--- config.mk ---
export PLATFORM = sky130hd
export DESIGN_NAME = ham_tx_sched
export DESIGN_NICKNAME = d
export VERILOG_FILES = /design/src/rtl/ham_pkg.sv /design/src/rtl/ham_rr_arb2.sv /design/src/rtl/ham_tx_sched.sv
export SDC_FILE = /design/constraint.sdc
export NUM_CORES = 1
export LEC_CHECK = 0
export ABC_AREA = 1
export BUFFER_PORTS_ARGS = -buffer_cell sky130_fd_sc_hd__clkbuf_2
export CAP_MARGIN = 20
export CORE_ASPECT_RATIO = 0.75
export CORE_MARGIN = 1
export CORE_UTILIZATION = 45
export CTS_BUF_LIST = sky130_fd_sc_hd__clkbuf_2 sky130_fd_sc_hd__clkbuf_4 sky130_fd_sc_hd__clkbuf_8
export CTS_CLUSTER_SIZE = 12
export DETAILED_ROUTE_END_ITERATION = 10
export PLACE_DENSITY = 0.78
export SYNTH_ARGS = -nofsm -noshare
export SYNTH_HDL_FRONTEND = slang
export SYNTH_HIERARCHICAL = 1
export SYNTH_SLANG_ARGS = --single-unit
--- constraint.sdc ---
create_clock -name clk -period 2.1 [get_ports clk]
set_input_delay 0.63 -clock clk [delete_from_list [all_inputs] [get_ports clk]]
set_output_delay 0.63 -clock clk [all_outputs]
set_load 0.005 [all_outputs]
--- src/rtl/ham_pkg.sv ---
// Shared types, constants and the Hamming(7,4) encoder for the serial
// transmit scheduler.
package ham_pkg;

  localparam int CODE_W = 7;

  typedef logic [3:0]        nibble_t;
  typedef logic [CODE_W-1:0] code_t;

  typedef enum logic [1:0] {
    IDLE  = 2'd0,
    SHIFT = 2'd1,
    GAP   = 2'd2
  } state_t;

  // Even parity over three data bits.
  function automatic logic par3(input logic a, input logic b, input logic c);
    return a ^ b ^ c;
  endfunction

  // Hamming(7,4) encode, codeword = {d3,d2,d1,p3,d0,p2,p1}, bit0 = p1.
  function automatic code_t ham74_enc(input nibble_t d);
    logic p1;
    logic p2;
    logic p3;
    p1 = par3(d[0], d[1], d[3]);
    p2 = par3(d[0], d[2], d[3]);
    p3 = par3(d[1], d[2], d[3]);
    return {d[3], d[2], d[1], p3, d[0], p2, p1};
  endfunction

endpackage

--- src/rtl/ham_rr_arb2.sv ---
// Two-way round-robin grant. Ready for a requester depends only on the
// other requester's valid and the pointer, so there is no valid->ready
// loop on the same channel. The pointer moves to the loser on a transfer.
module ham_rr_arb2
  import ham_pkg::*;
(
  input  logic clk,
  input  logic rst_n,
  input  logic en_i,
  input  logic valid0_i,
  input  logic valid1_i,
  output logic ready0_o,
  output logic ready1_o,
  output logic xfer_o,
  output logic xfer_id_o
);

  logic ptr_q;
  logic ptr_d;

  // Grant decode and pointer next-state.
  always_comb begin
    ready0_o  = en_i & (~valid1_i | ~ptr_q);
    ready1_o  = en_i & (~valid0_i |  ptr_q);
    xfer_o    = (valid0_i & ready0_o) | (valid1_i & ready1_o);
    xfer_id_o = valid1_i & ready1_o;
    ptr_d     = ptr_q;
    if (xfer_o) begin
      ptr_d = ~xfer_id_o;
    end else begin
      ptr_d = ptr_q;
    end
  end

  // Pointer register; requester 0 has priority out of reset.
  always_ff @(posedge clk) begin
    if (!rst_n) begin
      ptr_q <= 1'b0;
    end else begin
      ptr_q <= ptr_d;
    end
  end

endmodule

--- src/rtl/ham_tx_sched.sv ---
// Shares one Hamming(7,4) encode-and-serialise path between two nibble
// requesters. A frame is 7 bits, LSB first, each held BIT_CYCLES clocks,
// followed by a one-cycle GAP carrying the done pulse.
module ham_tx_sched
  import ham_pkg::*;
#(
  parameter int BIT_CYCLES = 4
) (
  input  logic       clk,
  input  logic       rst_n,
  input  logic       req0_valid,
  input  logic [3:0] req0_data,
  output logic       req0_ready,
  input  logic       req1_valid,
  input  logic [3:0] req1_data,
  output logic       req1_ready,
  input  logic [6:0] err_mask,
  output logic       tx_bit,
  output logic       tx_frame,
  output logic [6:0] code_out,
  output logic       grant_id,
  output logic       busy,
  output logic       done
);

  localparam logic [1:0] ST_IDLE  = 2'd0;
  localparam logic [1:0] ST_SHIFT = 2'd1;
  localparam logic [1:0] ST_GAP   = 2'd2;

  localparam logic [7:0] CYC_LAST = 8'(BIT_CYCLES - 1);
  localparam logic [2:0] BIT_LAST = 3'd6;

  logic [1:0] state_q;
  logic [1:0] state_d;
  code_t      shreg_q;
  code_t      shreg_d;
  logic [7:0] cyc_q;
  logic [7:0] cyc_d;
  logic [2:0] bit_q;
  logic [2:0] bit_d;
  code_t      code_q;
  code_t      code_d;
  logic       gid_q;
  logic       gid_d;

  // Output registers, loaded from the next state so they line up with state_q.
  logic       idle_q;
  logic       idle_d;
  logic       tx_bit_q;
  logic       tx_bit_d;
  logic       tx_frame_q;
  logic       tx_frame_d;
  logic       busy_q;
  logic       busy_d;
  logic       done_q;
  logic       done_d;

  logic       xfer_s;
  logic       xfer_id_s;
  nibble_t    sel_data_s;

  ham_rr_arb2 u_arb (
    .clk       (clk),
    .rst_n     (rst_n),
    .en_i      (idle_q),
    .valid0_i  (req0_valid),
    .valid1_i  (req1_valid),
    .ready0_o  (req0_ready),
    .ready1_o  (req1_ready),
    .xfer_o    (xfer_s),
    .xfer_id_o (xfer_id_s)
  );

  // Nibble of whichever requester wins the transfer this cycle.
  always_comb begin
    if (xfer_id_s) begin
      sel_data_s = req1_data;
    end else begin
      sel_data_s = req0_data;
    end
  end

  // Frame FSM: accept, shift out seven held bits, then one GAP cycle.
  always_comb begin
    state_d = state_q;
    shreg_d = shreg_q;
    cyc_d   = cyc_q;
    bit_d   = bit_q;
    code_d  = code_q;
    gid_d   = gid_q;
    case (state_q)
      ST_IDLE: begin
        if (xfer_s) begin
          code_d  = ham74_enc(sel_data_s) ^ err_mask;
          shreg_d = ham74_enc(sel_data_s) ^ err_mask;
          gid_d   = xfer_id_s;
          cyc_d   = 8'd0;
          bit_d   = 3'd0;
          state_d = ST_SHIFT;
        end else begin
          state_d = ST_IDLE;
        end
      end
      ST_SHIFT: begin
        if (cyc_q == CYC_LAST) begin
          cyc_d   = 8'd0;
          shreg_d = {1'b0, shreg_q[6:1]};
          if (bit_q == BIT_LAST) begin
            bit_d   = 3'd0;
            state_d = ST_GAP;
          end else begin
            bit_d   = bit_q + 3'd1;
            state_d = ST_SHIFT;
          end
        end else begin
          cyc_d   = cyc_q + 8'd1;
          state_d = ST_SHIFT;
        end
      end
      ST_GAP: begin
        state_d = ST_IDLE;
      end
      default: begin
        state_d = ST_IDLE;
      end
    endcase
  end

  // Output decode of the next state; tx_bit is forced low outside a frame.
  always_comb begin
    idle_d     = (state_d == ST_IDLE);
    tx_frame_d = (state_d == ST_SHIFT);
    busy_d     = (state_d != ST_IDLE);
    done_d     = (state_d == ST_GAP);
    if (state_d == ST_SHIFT) begin
      tx_bit_d = shreg_d[0];
    end else begin
      tx_bit_d = 1'b0;
    end
  end

  // State, datapath and output registers with synchronous active-low reset.
  always_ff @(posedge clk) begin
    if (!rst_n) begin
      state_q    <= ST_IDLE;
      shreg_q    <= 7'd0;
      cyc_q      <= 8'd0;
      bit_q      <= 3'd0;
      code_q     <= 7'd0;
      gid_q      <= 1'b0;
      idle_q     <= 1'b0;
      tx_bit_q   <= 1'b0;
      tx_frame_q <= 1'b0;
      busy_q     <= 1'b0;
      done_q     <= 1'b0;
    end else begin
      state_q    <= state_d;
      shreg_q    <= shreg_d;
      cyc_q      <= cyc_d;
      bit_q      <= bit_d;
      code_q     <= code_d;
      gid_q      <= gid_d;
      idle_q     <= idle_d;
      tx_bit_q   <= tx_bit_d;
      tx_frame_q <= tx_frame_d;
      busy_q     <= busy_d;
      done_q     <= done_d;
    end
  end

  assign tx_bit   = tx_bit_q;
  assign tx_frame = tx_frame_q;
  assign code_out = code_q;
  assign grant_id = gid_q;
  assign busy     = busy_q;
  assign done     = done_q;

endmodule
==> flow_summary.json, run 1 <==
{
  "crit_type": "reg2reg",
  "p_leak_nw": 1.01,
  "slowest_stage": "dfxtp_1",
  "fin_nets": 319,
  "synthDominantCellAreaShare_pct": 39.1,
  "drc": 0,
  "htree_levels": 2,
  "drive_gt1_share_pct": 21.4,
  "synth_cells": 262,
  "rr_endpoint": "shreg_q[2]",
  "synth-warning-count": 6,
  "met2_usage_pct": 29.1,
  "tightest_slew_ps": 376,
  "power.density_nw_per_um2": 803,
  "clk_pin_slew_ps": 70,
  "syn_avg_cell_area_um2": 6.64,
  "ctsRootBufferMaster": "clkbuf_8",
  "core_um2": 3680,
  "gr-total-overflow": 0,
  "use_met1_pct": 27.0,
  "hold_end": "code_out[6]",
  "final_max_slew_viol_count": 0,
  "clockBufferDepth": 2,
  "crit_fanout": 8,
  "ctsResizeCount": 0,
  "rr_startpoint": "u_arb/ptr_q",
  "rsz0062_at_grt": "false",
  "hpwl_mm": 2.70,
  "syn2layout_area_growth_pct": 18.8,
  "setup_viol": 0,
  "hp-start": "code_out[6]",
  "fp.dieW_um": 73.8,
  "ys_top_cells_by_count": "92 x nand2_1, 34 x dfxtp_1, 29 x a21oi_1, 29 x inv_1, 26 x nand3_1",
  "rr_worst_depth": 12,
  "status": "finished clean",
  "busiest_layer": "met2",
  "postCtsSetupBuffers": 0,
  "min_path_type": "reg2reg",
  "ys.flop_type": "dfxtp_1",
  "synthArstFlopShare_pct": 0,
  "finalHoldViolCount": 0,
  "cp.arrival_ps": 1960,
  "die-area_um2": 4120,
  "min_period_ps": 1790,
  "met3_usage_pct": 6.52,
  "cp_top_family": "simple AND/OR/NAND/NOR gates",
  "tns_ps": 0,
  "clkLatencyLatePin_ps": 280,
  "synthTopCellsByArea": "dfxtp_1 39%, nand2_1 20%, a21oi_1 8.3%",
  "wire_per_inst_um": 10.3,
  "skew_ps": 8.15,
  "n_antenna_cell": 0,
  "final_antenna_net_count": 0,
  "r2r_slack_ps": 310,
  "routed_wl_mm": 3.61,
  "initial_core_util_pct": 47.2,
  "grt_pass1_wl_mm": 6.35,
  "hold_buffers": 0,
  "rows": 19,
  "synth_edf_count": 0,
  "cts.sinks": 34,
  "drv_cap": 0,
  "crit_required_ps": 2270,
  "worstPathCellList": "inv_1 > nand2_1 > nand3_2 > inv_1 > inv_4 > nand2_1 > nand2_1 > or2_1 > nand3_1 > nand2_1 > a21oi_1 > nor2_1",
  "min_path_cells": 2,
  "cts_buffers": 5,
  "fin_crit_sh_pct": 85.0,
  "place_ws_ps": 57.2,
  "synth-seq-cells": 34,
  "fmax_mhz": 560,
  "routed_via_density": 4.72,
  "cts_tree": "done",
  "grt_pass1_vias": 1475,
  "critPathMostFrequentCell": "nand2_1",
  "drt_iter0_drc": 81,
  "ys_types": 28,
  "dr.pass1.iters": 4,
  "synth_area_um2": 1740,
  "finalCoreUtilization_pct": 56.1,
  "start_kind": "flip-flop",
  "crit_path_end_kind": "flip-flop",
  "track_usage_pct": 20.0,
  "yosysTopAreaCell": "dfxtp_1",
  "peakVddDrop_mv": 0.433,
  "slew_headroom_pct": 74.9,
  "place_congestion": 0.830,
  "max_stage_delay_ps": 400,
  "synth.most_common_cell": "nand2_1",
  "grt_max_degree": 25,
  "ios": 33,
  "antenna_found_initial": 0,
  "ys_seq_area_share_pct": 39.1,
  "num_vias": 1655,
  "syn_nets": 282,
  "die_y_um": 55.9,
  "fin_ws_ps": 315,
  "critPathBufInv": 3,
  "numPortBuffers": 32
}
-- worst max-delay path by stage --
stage | to | slack (ps) | cells past startpoint | startpoint
2_1_floorplan | shreg_q[2] | 370 | 12 | req0_valid
3_3_place_gp | shreg_q[2] | 80 | 12 | req0_valid
3_5_place_dp | shreg_q[2] | 60 | 12 | req0_valid
4_1_cts | shreg_q[2] | 330 | 12 | u_arb/ptr_q
5_1_grt | shreg_q[2] | 130 | 12 | u_arb/ptr_q
6_report | shreg_q[2] | 310 | 12 | u_arb/ptr_q
-- where the power goes --
group / total, W / internal [W] / leakage [nW] / switching (W)
sequential: 0.000727 / 0.000697 / 0.277 / 0.0000298
clock: 0.000610 / 0.000380 / 0.0573 / 0.000230
combinational: 0.000324 / 0.000122 / 0.675 / 0.000202
total: 0.00166 / 0.00120 / 1.01 / 0.000461
-- cell usage in the layout (no fill, tap or decap), drive strengths merged --
| cell | synthesis | final |
|---|---|---|
| dfxtp | 34 | 34 |
| o21ai | 5 | 5 |
| ha | 1 | 1 |
| buf | 4 | 4 |
| nand2 | 96 | 96 |
| or2 | 5 | 5 |
| o31ai | 1 | 1 |
| nor3 | 5 | 5 |
| a21oi | 32 | 32 |
| xor2 | 1 | 1 |
| bufinv | 0 | 1 |
| clkbuf | 2 | 38 |
| nand3 | 28 | 28 |
| nand3b | 1 | 1 |
| inv | 36 | 36 |
| nor2 | 11 | 11 |
-- routing by layer --
layer | wire length (um) | up-vias
li1 | - | 896
met3 | 190 | 6
met4 | 48 | 0
met5 | 0 | -
met1 | 1910 | 711
met2 | 1460 | 42
-- logic make-up after synthesis --
kind of cell / share of synthesized area, %
adders and majority gates: 0.719
AOI/OAI and AO/OA: 12.1
DFF: 39.1
and+or+nand+nor: 37.2
buffers and inverters: 10.3
xor gates and xnor gates: 0.503
-- tightest hold or removal path, stage by stage (launching register included) --
cell and delay, ps:
dfxtp_1 310, nand2_1 60, a21oi_1 60
-- stage by stage --
step	cells	total power [W]	area (um2)	hold slack, ps
2_1_floorplan	262	0.000967	1740	440
3_3_place_gp	344	0.00106	1950	457
3_5_place_dp	344	0.00106	1950	460
4_1_cts	351	0.00168	2070	469
5_1_grt	351	0.00176	2070	494
6_report	351	0.00166	2070	466
-- registers in the layout (all words and copies together), names as in the netlist --
register and cells:
shreg_q 7, tx_frame 1, code_out 7, u_arb/ptr_q 1
state_q 2, busy 1, cyc_q 8, done 1
tx_bit 1, idle_q 1, grant_id 1, bit_q 3
-- layout make-up --
class,instances,area [um2]
well taps,52,65.1
repair buffers,36,190
inverters,36,138
fillers,360,1620
multi-input cells,186,881
clock buffers,6,82.6
clock inverters,1,30.0
flip-flops and latches,34,681
(Power assumes the default switching activity.)
==> run 2: changes to the inputs <==
--- a/config.mk
+++ b/config.mk
@@ -5,7 +5,6 @@
 export SDC_FILE = /design/constraint.sdc
 export NUM_CORES = 1
 export LEC_CHECK = 0
-export ABC_AREA = 1
 export BUFFER_PORTS_ARGS = -buffer_cell sky130_fd_sc_hd__clkbuf_2
 export CAP_MARGIN = 20
 export CORE_ASPECT_RATIO = 0.75
@@ -14,7 +13,7 @@
 export CTS_BUF_LIST = sky130_fd_sc_hd__clkbuf_2 sky130_fd_sc_hd__clkbuf_4 sky130_fd_sc_hd__clkbuf_8
 export CTS_CLUSTER_SIZE = 12
 export DETAILED_ROUTE_END_ITERATION = 10
-export PLACE_DENSITY = 0.78
+export PLACE_DENSITY = 0.79
 export SYNTH_ARGS = -nofsm -noshare
 export SYNTH_HDL_FRONTEND = slang
 export SYNTH_HIERARCHICAL = 1
==> run 2 against run 1 <==
- cell count down 26%
- core utilization up 3.7 points
- clock power grew 23%
- combinational power is 23% lower
- largest power group is now clock
- global-route usage down 0.54 points
- final area decreased by 3.5%
- largest cell class unchanged
- critical path depth down 5
==> flow_summary.json, run 2 <==
{
  "synth-warning-count": 6,
  "switching_power_w": 0.000400,
  "ys_types": 44,
  "pwr-share-clk_pct": 44.0,
  "ys_seq_area_share_pct": 42.8,
  "hold_buffers": 0,
  "grt_pass1_vias": 1143,
  "p_comb_share_pct": 14.7,
  "htree_levels": 2,
  "regMostFlops": "cyc_q",
  "place_congestion": 0.812,
  "clk_pin_slew_ps": 70,
  "tightest_slew_ps": 441,
  "cts_buffers": 5,
  "clkLatencyLatePin_ps": 290,
  "ys.flop_type": "dfxtp_1",
  "cp.arrival_ps": 2100,
  "power.density_nw_per_um2": 854,
  "worstPathCellList": "ha_1 > buf_4 > nor4b_2 > a31oi_2 > buf_4 > a2111o_1 > a21oi_1",
  "num_vias": 1423,
  "worst-path-stages": 7,
  "final_max_slew_viol_count": 0,
  "hpwl_mm": 2.44,
  "crit_path_end_kind": "flip-flop",
  "status": "finished clean",
  "start_kind": "flip-flop",
  "clockBufferDepth": 2,
  "postPlaceCellArea_um2": 1850,
  "fmax_mhz": 533,
  "rr_startpoint": "cyc_q[0]",
  "critPathBufInv": 2,
  "numPortBuffers": 32,
  "fin_crit_sh_pct": 89.4,
  "antenna_found_initial": 0,
  "final_cell_mix": "34 x dfxtp_1, 32 x clkbuf_2, 24 x nand2_1",
  "yosysTopAreaCell": "dfxtp_1",
  "r2r_slack_ps": 220,
  "cp_top_family": "compound AO/OA/AOI/OAI gates",
  "final_antenna_net_count": 0,
  "synth_area_um2": 1590,
  "die_y_um": 53.5,
  "ctsRootBufferMaster": "clkbuf_8",
  "finalHoldViolCount": 0,
  "slowest_stage": "dfxtp_1",
  "fp.dieW_um": 70.6,
  "synthArstFlopShare_pct": 0,
  "seqPwrFrac_pct": 41.4,
  "wire_per_inst_um": 13.0,
  "core_um2": 3330,
  "initial_core_util_pct": 47.7,
  "syn2layout_area_growth_pct": 25.5,
  "track_usage_pct": 19.4,
  "routed_wl_mm": 3.38,
  "p_leak_nw": 0.852,
  "power_w": 0.00170,
  "synthTopCellsByArea": "dfxtp_1 43%, xnor2_1 6.6%, nand2_1 5.7%",
  "gr-total-overflow": 0,
  "synth_cells": 176,
  "die-area_um2": 3780,
  "tns_ps": 0,
  "postCtsSetupBuffers": 0,
  "syn_nets": 196,
  "slew_headroom_pct": 70.5,
  "dr.pass1.iters": 4,
  "grt_pass1_wl_mm": 5.36,
  "swShare_pct": 23.5,
  "routed_via_density": 5.47,
  "crit_fanout": 4,
  "fin_nets": 239,
  "drive_gt1_share_pct": 26.8,
  "critPathMostFrequentCell": "buf_4",
  "synth_edf_count": 0,
  "crit_required_ps": 2330,
  "rows": 18,
  "ys_top_cells_by_count": "34 x dfxtp_1, 24 x nand2_1, 13 x a21oi_1",
  "min_period_ps": 1880,
  "largest_register_ffs": 8,
  "crit_type": "reg2reg",
  "min_path_type": "reg2reg",
  "peakVddDrop_mv": 0.430,
  "final_common_cell": "dfxtp_1",
  "internal_power_w": 0.00130,
  "rr_endpoint": "bit_q[0]",
  "cts.sinks": 34,
  "drc": 0,
  "max_stage_delay_ps": 370,
  "drt_iter0_drc": 91,
  "cts_tree": "done",
  "crit_end": "bit_q[0]",
  "synth.most_common_cell": "dfxtp_1",
  "drv_cap": 0,
  "skew_ps": 6.49,
  "holdWs_ps": 458,
  "ctsResizeCount": 0,
  "grt_max_degree": 17,
  "n_antenna_cell": 0,
  "synthDominantCellAreaShare_pct": 42.8,
  "final_cell_area_um2": 1990,
  "ios": 33,
  "rr_worst_depth": 7,
  "crit_start": "cyc_q[0]",
  "rsz0062_at_grt": "false",
  "syn_avg_cell_area_um2": 9.03,
  "setup_viol": 0,
  "synth-seq-cells": 34
}
run 2: cell count changes in the layout (fill, tap and decap cells not counted), sizes merged, moves of 5 or more:
cell   delta
nand2    -72
inv      -33
nand3    -25
a21oi    -19
xnor2    +12
and3      +8
mux2i     +8
buf       +7
o22ai     +5
or2       -5
run 2: worst min-delay path: stages, from the launching register on:
cell and delay (ps):
dfxtp_1 310, nand2_1 50, a21oi_1 50
run 2: worst min-delay path by stage:
stage | start | end | slack (ps) | cells past startpoint
finish | grant_id | grant_id | 460 | 2
global route | code_out[6] | code_out[6] | 480 | 2
CTS | grant_id | grant_id | 460 | 2
detailed placement | grant_id | grant_id | 450 | 2
global placement | shreg_q[6] | shreg_q[6] | 440 | 2
floorplan | shreg_q[6] | shreg_q[6] | 440 | 2
run 2: area by class of cell:
class | instances | area, um2
fill | 290 | 1340
multi-input combinational | 132 | 867
clock buffer | 6 | 82.6
tap | 40 | 50.0
timing repair buffer | 43 | 243
inverter | 3 | 11.3
clock inverter | 2 | 60.1
sequential | 34 | 681
run 2: logic make-up (layout without fill, tap and decap cells):
group	count (synthesis)	after routing	synth area share (%)
AND/OR/NAND/NOR	63	63	22.0
AO/OA/AOI/OAI	47	47	19.4
flip-flops	34	34	42.8
XOR/XNOR	13	13	7.17
buffers and inverters	10	54	2.83
multiplexers	8	8	5.04
adder cells (fa/ha/maj)	1	1	0.787
run 2: per-stage QoR:
stage          setup slack (ps)  util (%)  std cells
2_1_floorplan              31.5         -        176
3_3_place_gp               52.0      55.4        252
5_1_grt                    82.3      59.8        260
4_1_cts                     210      59.7        260
3_5_place_dp               22.4      55.4        252
6_report                    223      59.8        260
run 2: power by group through the flow:
stage          clock network, W  logic (W)  registers [W]
3_3_place_gp                  0   0.000244       0.000718
5_1_grt                0.000785   0.000275       0.000708
6_report               0.000748   0.000249       0.000704
3_5_place_dp                  0   0.000249       0.000719
4_1_cts                0.000755   0.000250       0.000704
2_1_floorplan                 0   0.000155       0.000717
run 2: routing by layer:
metal  GRT usage (%)  part of all wire [%]
met5               0                     0
met4            11.0                   1.2
met3            5.71                   8.3
met2            29.0                    43
met1            25.2                    48
==> run 3: changes to the inputs <==
--- a/config.mk
+++ b/config.mk
@@ -6,14 +6,13 @@
 export NUM_CORES = 1
 export LEC_CHECK = 0
 export BUFFER_PORTS_ARGS = -buffer_cell sky130_fd_sc_hd__clkbuf_2
-export CAP_MARGIN = 20
 export CORE_ASPECT_RATIO = 0.75
 export CORE_MARGIN = 1
-export CORE_UTILIZATION = 45
+export CORE_UTILIZATION = 56
 export CTS_BUF_LIST = sky130_fd_sc_hd__clkbuf_2 sky130_fd_sc_hd__clkbuf_4 sky130_fd_sc_hd__clkbuf_8
 export CTS_CLUSTER_SIZE = 12
 export DETAILED_ROUTE_END_ITERATION = 10
-export PLACE_DENSITY = 0.79
+export PLACE_DENSITY = 0.92
 export SYNTH_ARGS = -nofsm -noshare
 export SYNTH_HDL_FRONTEND = slang
 export SYNTH_HIERARCHICAL = 1
==> run 3 against run 2 <==
- critical path depth down 1
- global-route usage up 5.6 points
- die area down 19%
- register-to-register slack worse by 120 ps
- setup slack worse by 120 ps
- final area down 2.8%
- count of clock-buffer cells in the layout unchanged
- routed wire length up 7.0%
- first-iteration DRC count up 38%
- cell count down 2.3%
- flip-flop and latch count unchanged
- critical path type unchanged
==> flow_summary.json, run 3 (same netlist as run 2, synthesis figures left out) <==
{
  "p_leak_nw": 0.825,
  "regMostFlops": "cyc_q",
  "peakVddDrop_mv": 0.557,
  "status": "finished clean",
  "power_w": 0.00142,
  "crit_required_ps": 2280,
  "skew_ps": 3.49,
  "final_max_slew_viol_count": 0,
  "fin_crit_sh_pct": 95.0,
  "ios": 33,
  "routed_via_density": 5.76,
  "gr-total-overflow": 0,
  "place_congestion": 0.835,
  "wire_per_inst_um": 14.2,
  "drt_iter0_drc": 126,
  "ctsRootBufferMaster": "clkbuf_8",
  "min_path_type": "reg2reg",
  "setup_viol": 0,
  "rsz0062_at_grt": "false",
  "crit_path_end_kind": "flip-flop",
  "largest_register_ffs": 8,
  "crit_fanout": 8,
  "num_vias": 1463,
  "initial_core_util_pct": 60.1,
  "multi_input_area_um2": 863,
  "start_kind": "flip-flop",
  "grt_pass1_wl_mm": 5.60,
  "track_usage_pct": 25.0,
  "cts.sinks": 34,
  "syn2layout_area_growth_pct": 22.0,
  "final_cell_mix": "34 x dfxtp_1, 32 x clkbuf_2, 24 x nand2_1",
  "rows": 16,
  "hold_buffers": 0,
  "postCtsSetupBuffers": 0,
  "min_period_ps": 1990,
  "crit_type": "reg2reg",
  "core_um2": 2640,
  "final_cell_area_um2": 1940,
  "power.density_nw_per_um2": 733,
  "drive_gt1_share_pct": 25.7,
  "die-area_um2": 3060,
  "final_antenna_net_count": 0,
  "drc": 0,
  "grt_pass1_vias": 1231,
  "drv_cap": 0,
  "seqCellArea_um2": 681,
  "tns_ps": 0,
  "clkLatencyLatePin_ps": 280,
  "cts_buffers": 5,
  "cts_tree": "done",
  "fp.dieW_um": 63.5,
  "htree_levels": 2,
  "slew_headroom_pct": 56.0,
  "hpwl_mm": 2.60,
  "cp.arrival_ps": 2170,
  "final_common_cell": "dfxtp_1",
  "postPlaceCellArea_um2": 1860,
  "dr.pass1.iters": 4,
  "n_antenna_cell": 0,
  "ctsResizeCount": 0,
  "grt_max_degree": 15,
  "fmax_mhz": 501,
  "finalCoreUtilization_pct": 73.3,
  "antenna_found_initial": 0,
  "clk_pin_slew_ps": 60,
  "clockBufferDepth": 2,
  "die_y_um": 48.1,
  "fill_cells": 189,
  "numPortBuffers": 32,
  "fin_nets": 239,
  "finalHoldViolCount": 0,
  "routed_wl_mm": 3.61,
  "tightest_slew_ps": 661
}
[run 3: layout make-up]
class	count	share of cell area (%)
clock buffer	6	4.26
inverter	3	0.581
multi-input combinational	132	44.5
sequential	34	35.1
tap	36	2.32
timing repair buffer	43	13.2
[run 3: layer usage]
metal  vias to the layer above  GRT usage (%)  part of all wire [%]
met4                         0           9.09                   1.6
met1                       663           29.1                    43
met5                         -              0                     0
met2                        74           44.0                    47
met3                         9           9.35                   8.3
li1                        717              -                     -
[run 3: path summary, 6_finish.rpt]
| path | startpoint | to | slack, ps | cells after the start |
|---|---|---|---|---|
| max | cyc_q[0] | cyc_q[7] | 110 | 6 |
| min | code_out[5] | code_out[5] | 460 | 2 |
| max reg2reg | cyc_q[0] | cyc_q[7] | 110 | 6 |
| min reg2reg | code_out[5] | code_out[5] | 460 | 2 |
[run 3: power by group]
group	switching (W)	internal, W	total, W
clock network	0.000204	0.000252	0.000456
registers	0.0000249	0.000683	0.000707
logic	0.000141	0.000117	0.000258
total	0.000369	0.00105	0.00142
[run 3: critical path: stages, from the launching register on]
cell and delay [ps]:
dfxtp_1 340, ha_1 220, buf_4 140, nor4b_2 170
a21oi_1 530, a41oi_1 220, a311oi_1 290
[run 3: metrics by stage]
| stage | instances | setup WS [ps] | hold slack (ps) |
|---|---|---|---|
| floorplan | 176 | 31.5 | 437 |
| finish | 254 | 105 | 455 |
| detailed placement | 248 | 43.9 | 446 |
| global placement | 248 | 88.6 | 441 |
| global route | 254 | 0.643 | 484 |
| CTS | 254 | 103 | 459 |
